File: src/rtl/araddr_fifo_arbiter.sv
// Round-robin arbiter draining per-channel read-address prefetch FIFOs into one AXI AR channel,
// with per-channel outstanding-burst credits retired by R-channel last beats and a drain mode.
module araddr_fifo_arbiter #(
   parameter int N_CH      = 4,
   parameter int ADDR_W    = 28,
   parameter int LEN_W     = 8,
   parameter int ID_W      = 3,
   parameter int MAX_OUTST = 4
) (
   input  logic                             rd_clk,
   input  logic                             rd_rst,
   input  logic                             arb_en,
   input  logic [N_CH-1:0]                  ch_vld,
   input  logic [N_CH*(LEN_W+ADDR_W)-1:0]   ch_data,
   output logic [N_CH-1:0]                  ch_rd_en,
   output logic                             m_arvalid,
   input  logic                             m_arready,
   output logic [ADDR_W-1:0]                m_araddr,
   output logic [LEN_W-1:0]                 m_arlen,
   output logic [ID_W-1:0]                  m_arid,
   input  logic                             m_rvalid,
   input  logic                             m_rready,
   input  logic                             m_rlast,
   input  logic [ID_W-1:0]                  m_rid,
   output logic                             idle,
   output logic                             err_rid
);

   localparam int DW = LEN_W + ADDR_W;
   localparam int CW = $clog2(MAX_OUTST + 1);
   localparam int GW = (N_CH > 1) ? $clog2(N_CH) : 1;

   typedef enum logic [1:0] {
      ST_RUN     = 2'd0,
      ST_DRAIN   = 2'd1,
      ST_STOPPED = 2'd2
   } state_t;

   state_t          state_reg;
   logic [CW-1:0]   cnt_reg [N_CH];
   logic [GW-1:0]   last_grant_reg;

   logic [N_CH-1:0] pend;
   logic [N_CH-1:0] inc;
   logic [N_CH-1:0] dec;
   logic [N_CH-1:0] elig;
   logic [N_CH-1:0] cnt_zero;
   logic [N_CH-1:0] dec_underflow;
   logic [GW-1:0]   grant;
   logic            grant_vld;
   logic            can_load;
   logic            pop;
   logic            run;
   logic            r_last_hs;
   logic            rid_bad;
   logic [DW-1:0]   grant_data;

   assign run       = (state_reg == ST_RUN);
   assign can_load  = ~m_arvalid | m_arready;
   assign pop       = grant_vld & can_load;
   assign r_last_hs = m_rvalid & m_rready & m_rlast;
   assign rid_bad   = ({1'b0, m_rid} >= (ID_W+1)'(N_CH));
   assign grant_data = ch_data[int'(grant)*DW +: DW];
   assign idle      = ~m_arvalid & (&cnt_zero);

   generate
      for (genvar gi = 0; gi < N_CH; gi++) begin : g_ch
         // A beat sitting in the AR register is not yet counted, so it consumes a credit
         // whether or not it is being accepted this cycle; otherwise back-to-back issue overshoots.
         assign pend[gi]     = m_arvalid & (m_arid == ID_W'(gi));
         assign inc[gi]      = m_arvalid & m_arready & (m_arid == ID_W'(gi));
         assign dec[gi]      = r_last_hs & (m_rid == ID_W'(gi));
         assign cnt_zero[gi] = (cnt_reg[gi] == '0);
         assign elig[gi]     = ch_vld[gi] & arb_en & run &
                               (({1'b0, cnt_reg[gi]} + (CW+1)'(pend[gi])) < (CW+1)'(MAX_OUTST));
         assign dec_underflow[gi] = dec[gi] & ~inc[gi] & cnt_zero[gi];
         assign ch_rd_en[gi] = pop & (grant == GW'(gi));

         always_ff @(posedge rd_clk or posedge rd_rst) begin
            if (rd_rst) begin
               cnt_reg[gi] <= '0;
            end else if (inc[gi] & ~dec[gi]) begin
               cnt_reg[gi] <= cnt_reg[gi] + 1'b1;
            end else if (dec[gi] & ~inc[gi] & ~cnt_zero[gi]) begin
               cnt_reg[gi] <= cnt_reg[gi] - 1'b1;
            end
         end
      end
   endgenerate

   // Rotating-priority scan starting just after the last granted channel.
   always_comb begin
      grant     = '0;
      grant_vld = 1'b0;
      for (int k = 1; k <= N_CH; k++) begin
         if (!grant_vld && elig[GW'((int'(last_grant_reg) + k) % N_CH)]) begin
            grant     = GW'((int'(last_grant_reg) + k) % N_CH);
            grant_vld = 1'b1;
         end
      end
   end

   always_ff @(posedge rd_clk or posedge rd_rst) begin
      if (rd_rst) begin
         m_arvalid      <= 1'b0;
         m_araddr       <= '0;
         m_arlen        <= '0;
         m_arid         <= '0;
         last_grant_reg <= GW'(N_CH - 1);
      end else if (pop) begin
         m_arvalid      <= 1'b1;
         m_araddr       <= grant_data[ADDR_W-1:0];
         m_arlen        <= grant_data[DW-1:ADDR_W];
         m_arid         <= ID_W'(grant);
         last_grant_reg <= grant;
      end else if (m_arready) begin
         m_arvalid      <= 1'b0;
      end
   end

   always_ff @(posedge rd_clk or posedge rd_rst) begin
      if (rd_rst) begin
         err_rid <= 1'b0;
      end else if ((r_last_hs & rid_bad) | (|dec_underflow)) begin
         err_rid <= 1'b1;
      end
   end

   // DRAIN ignores arb_en until every burst has retired, so resume is always from a clean state.
   always_ff @(posedge rd_clk or posedge rd_rst) begin
      if (rd_rst) begin
         state_reg <= ST_RUN;
      end else begin
         case (state_reg)
            ST_RUN:     if (!arb_en) state_reg <= ST_DRAIN;
            ST_DRAIN:   if (!m_arvalid && (&cnt_zero)) state_reg <= ST_STOPPED;
            ST_STOPPED: if (arb_en) state_reg <= ST_RUN;
            default:    state_reg <= ST_RUN;
         endcase
      end
   end

endmodule

File: config.mk
export PLATFORM = sky130hd
export DESIGN_NAME = araddr_fifo_arbiter
export DESIGN_NICKNAME = d
export VERILOG_FILES = /design/src/rtl/araddr_fifo_arbiter.sv
export SDC_FILE = /design/constraint.sdc
export NUM_CORES = 1
export LEC_CHECK = 0
export BUFFER_PORTS_ARGS = -buffer_cell sky130_fd_sc_hd__buf_2
export CAP_MARGIN = 20
export CORE_UTILIZATION = 30
export CTS_BUF_LIST = sky130_fd_sc_hd__clkbuf_4 sky130_fd_sc_hd__clkbuf_8 sky130_fd_sc_hd__clkbuf_16
export CTS_CLUSTER_SIZE = 24
export DETAILED_ROUTE_END_ITERATION = 6
export PLACE_DENSITY_LB_ADDON = 0.3
export SYNTH_ARGS = -nofsm -noshare
export SYNTH_HDL_FRONTEND = slang
export SYNTH_SLANG_ARGS = --single-unit
File: constraint.sdc
create_clock -name rd_clk -period 2.4 [get_ports rd_clk]
set_input_delay 0.12 -clock rd_clk [delete_from_list [all_inputs] [get_ports rd_clk]]
set_output_delay 0.12 -clock rd_clk [all_outputs]
set_load 0.03 [all_outputs]
==> results.yml <==
die:
  die_w_um: 116
  core_um2: 12700
  die_h_um: 116
  initial_core_util_pct: 30.9
  pin_count: 204
  rows: 41
  die_area_um2: 13500
synth:
  netlist_area_um2: 3920
  synthDistinctLibCells: 50
  synthFlopType: "dfrtp_1"
  ys_seq_area_share_pct: 35.8
  synth_top_area_cell: "dfrtp_1"
  async_reset_ff_share_pct: 100
  avgSynthCellArea_um2: 10.4
  yosysWarningCount: 0
  synth_top_area_share_pct: 34.5
  synth_fp_nets: 539
  postSynthCellCount: 377
  synth-edff-count: 0
  synth-seq-cells: 56
  yosys-top-cells-area: "dfrtp_1 (34%), mux2i_1 (13%), mux2_4 (7.3%)"
outcome:
  status: "finished, violations left"
  violations: "negative setup slack"
worst_setup_path:
  path_buf_inv: 2
  critical_path_class: "flip-flop to flip-flop"
  path_cells: "buf_12, a41o_4, a211oi_4, a2111oi_4, a21oi_4, buf_12, mux2_2, a221o_1"
  crit_slowest_cell: "dfrtp_2"
  critPathLaunchType: "flip-flop"
  cp_common_cell: "buf_12"
  reg2reg_slack_ns: -0.12
  arrival_ns: 2.70
  r2r_cells: 8
  slowest_delay_ns: 0.45
  r2r-start: "m_arid[0]$_DFFE_PP0P_"
  cp_top_family: "compound AO/OA/AOI/OAI gates"
  regToRegEndpoint: "m_arlen[5]$_DFFE_PP0P_"
  cp-end-kind: "flip-flop"
  required_ns: 2.58
  crit_fanout: 23
cts:
  htree_levels: 2
  insertion_delay_ns: 0.30
  clockBufferDepth: 2
  cts_tree: "done"
  cts_buffers: 5
  cts.sinks: 56
  clk_pin_slew_worst_paths_ns: 0.08
  root_buffer: "clkbuf_16"
place:
  portBuffers: 202
  globalplace.congestion: 0.843
  placed_cells: 765
  hpwl_um: 9270
  dp_slack_ns: -0.159
finish:
  nNetsFinal: 787
  areaGrowthSynthToFinish_pct: 55.3
  layout_commonest_cell: "buf_2"
  layout-drive-gt1-share_pct: 57.0
  largest_reg_flops: 28
  stdcell_count: 798
  n_antenna_cell: 0
  final_cell_mix: "buf_2 (198), dfrtp_1 (51), nand3_1 (50)"
detailed_routing:
  drt_iter0_drc: 151
  viasPerCell: 4.96
  routedWlPerCell_um: 15.6
  antenna_left: 0
  first_pass_iters: 4
  vias: 3961
  totalWireLength_um: 12400
  drc: 0
pwr:
  vdd_drop_max_uv: 332
  power_density_nw_per_um2: 985
  finalPower_mw: 6.00
  power_leakage_nw: 2.75
min_path:
  hold_class: "input pin to flip-flop"
  min_path_cells: 3
  worstHoldEndpoint: "state_reg[1]$_DFFE_PP0P_"
  worstHoldStart: "arb_en"
timing:
  hold_violations: 0
  setup-violations-final: 36
  worst_hold_slack_ns: 0.121
  timing.final.crit_share_pct: 105
  period_needed_ns: 2.52
  fin_worst_skew_ns: 0.00926
  drv_slew: 0
  worst_pin_slew_ns: 0.636
  slew_headroom_pct: 57.5
  fmax_ghz: 0.397
  setup_slack_ns: -0.117
  rsz0062_at_grt: "true"
run:
  maxCapViolations: 0
global_routing:
  antenna_found_initial: 0
  grt_start_max_net_pins: 48
  grt_use_total_pct: 17.3
  grt_pass1_vias: 3676
  grt-ovfl-total: 0
  grt_pass1_wl_um: 17800
## layout make-up
cell class,instances,area (µm²)
clock buffer,6,133
clock inverter,2,16.3
fill,1174,6580
inverter,4,15.0
multi-input combinational,291,2580
sequential,56,1410
tap,172,215
timing repair buffer,267,1720
## power breakdown
part	total, mW	leakage [nW]	internal (mW)	switching, mW
Sequential	1.66	0.669	1.38	0.286
Clock	0.750	0.0705	0.402	0.348
Combinational	3.59	2.01	1.68	1.91
## worst reg2reg max path, delay by kind of cell, from the launching register on
kind	cells	cell delay, ns
AO/OA/AOI/OAI	5	1.21
buffers and inverters	2	0.37
flip-flops	1	0.45
multiplexers	1	0.37
## metrics by stage
step           util (%)  setup TNS (ns)  cell area, µm²
2_1_floorplan         -               0            3930
3_3_place_gp       42.6          -0.278            5390
3_5_place_dp       42.6           -3.54            5390
4_1_cts            44.7           -1.40            5660
5_1_grt            48.1           -5.01            6090
6_report           48.1           -1.70            6090
## synthesized netlist by cell type (6+ instances only)
master,count
a21oi_1,7
a221o_1,23
a221oi_1,7
a221oi_2,7
and2_1,6
buf_2,6
buf_6,6
clkbuf_1,10
dfrtp_1,54
mux2_2,8
mux2_4,19
mux2i_1,51
nand2_1,16
nand2b_1,7
nand3_1,51
nor2_1,27
## cell families (layout without fill, tap and decap cells)
group	Yosys count	in the layout	share of synthesized area, %
AOI/OAI and AO/OA	64	64	15.4
xor gates and xnor gates	8	8	1.79
other	1	1	0.0956
buffers and inverters	31	279	4.59
adders and majority gates	4	4	2.04
DFF	56	56	35.8
and+or+nand+nor	135	136	17.7
muxes	78	78	22.6
## layer usage
layer | track usage (%) | part of all wire [%] | vias up
met5 | 0 | 0 | -
li1 | - | - | 1910
met1 | 21.6 | 41 | 1902
met4 | 5.21 | 2.2 | 0
met2 | 30.3 | 52 | 130
met3 | 2.85 | 4.8 | 19
## what timing repair did
action,4_1_cts,5_1_grt
resized for setup,14,50
endpoints found under the hold margin,27,0
pin swaps,2,18
endpoints found under the setup margin,40,40
hold buffers,1,0
cloned,1,2
setup buffers,4,17
## worst max path at each step
stage / from / to / slack, ns / depth (start not counted)
after global placement: m_arid[0]$_DFFE_PP0P_ / m_arlen[5]$_DFFE_PP0P_ / -0.05 / 8
after detailed placement: m_arid[0]$_DFFE_PP0P_ / m_araddr[19]$_DFFE_PP0P_ / -0.16 / 8
after CTS: m_arid[0]$_DFFE_PP0P_ / m_arlen[5]$_DFFE_PP0P_ / -0.08 / 10
after global routing: m_arid[0]$_DFFE_PP0P_ / m_arlen[5]$_DFFE_PP0P_ / -0.20 / 8
after floorplan: m_arvalid$_DFFE_PP0P_ / ch_rd_en[2] / 0.01 / 9
final: m_arid[0]$_DFFE_PP0P_ / m_arlen[5]$_DFFE_PP0P_ / -0.12 / 8
No activity file was read; power rests on OpenSTA's default activity.
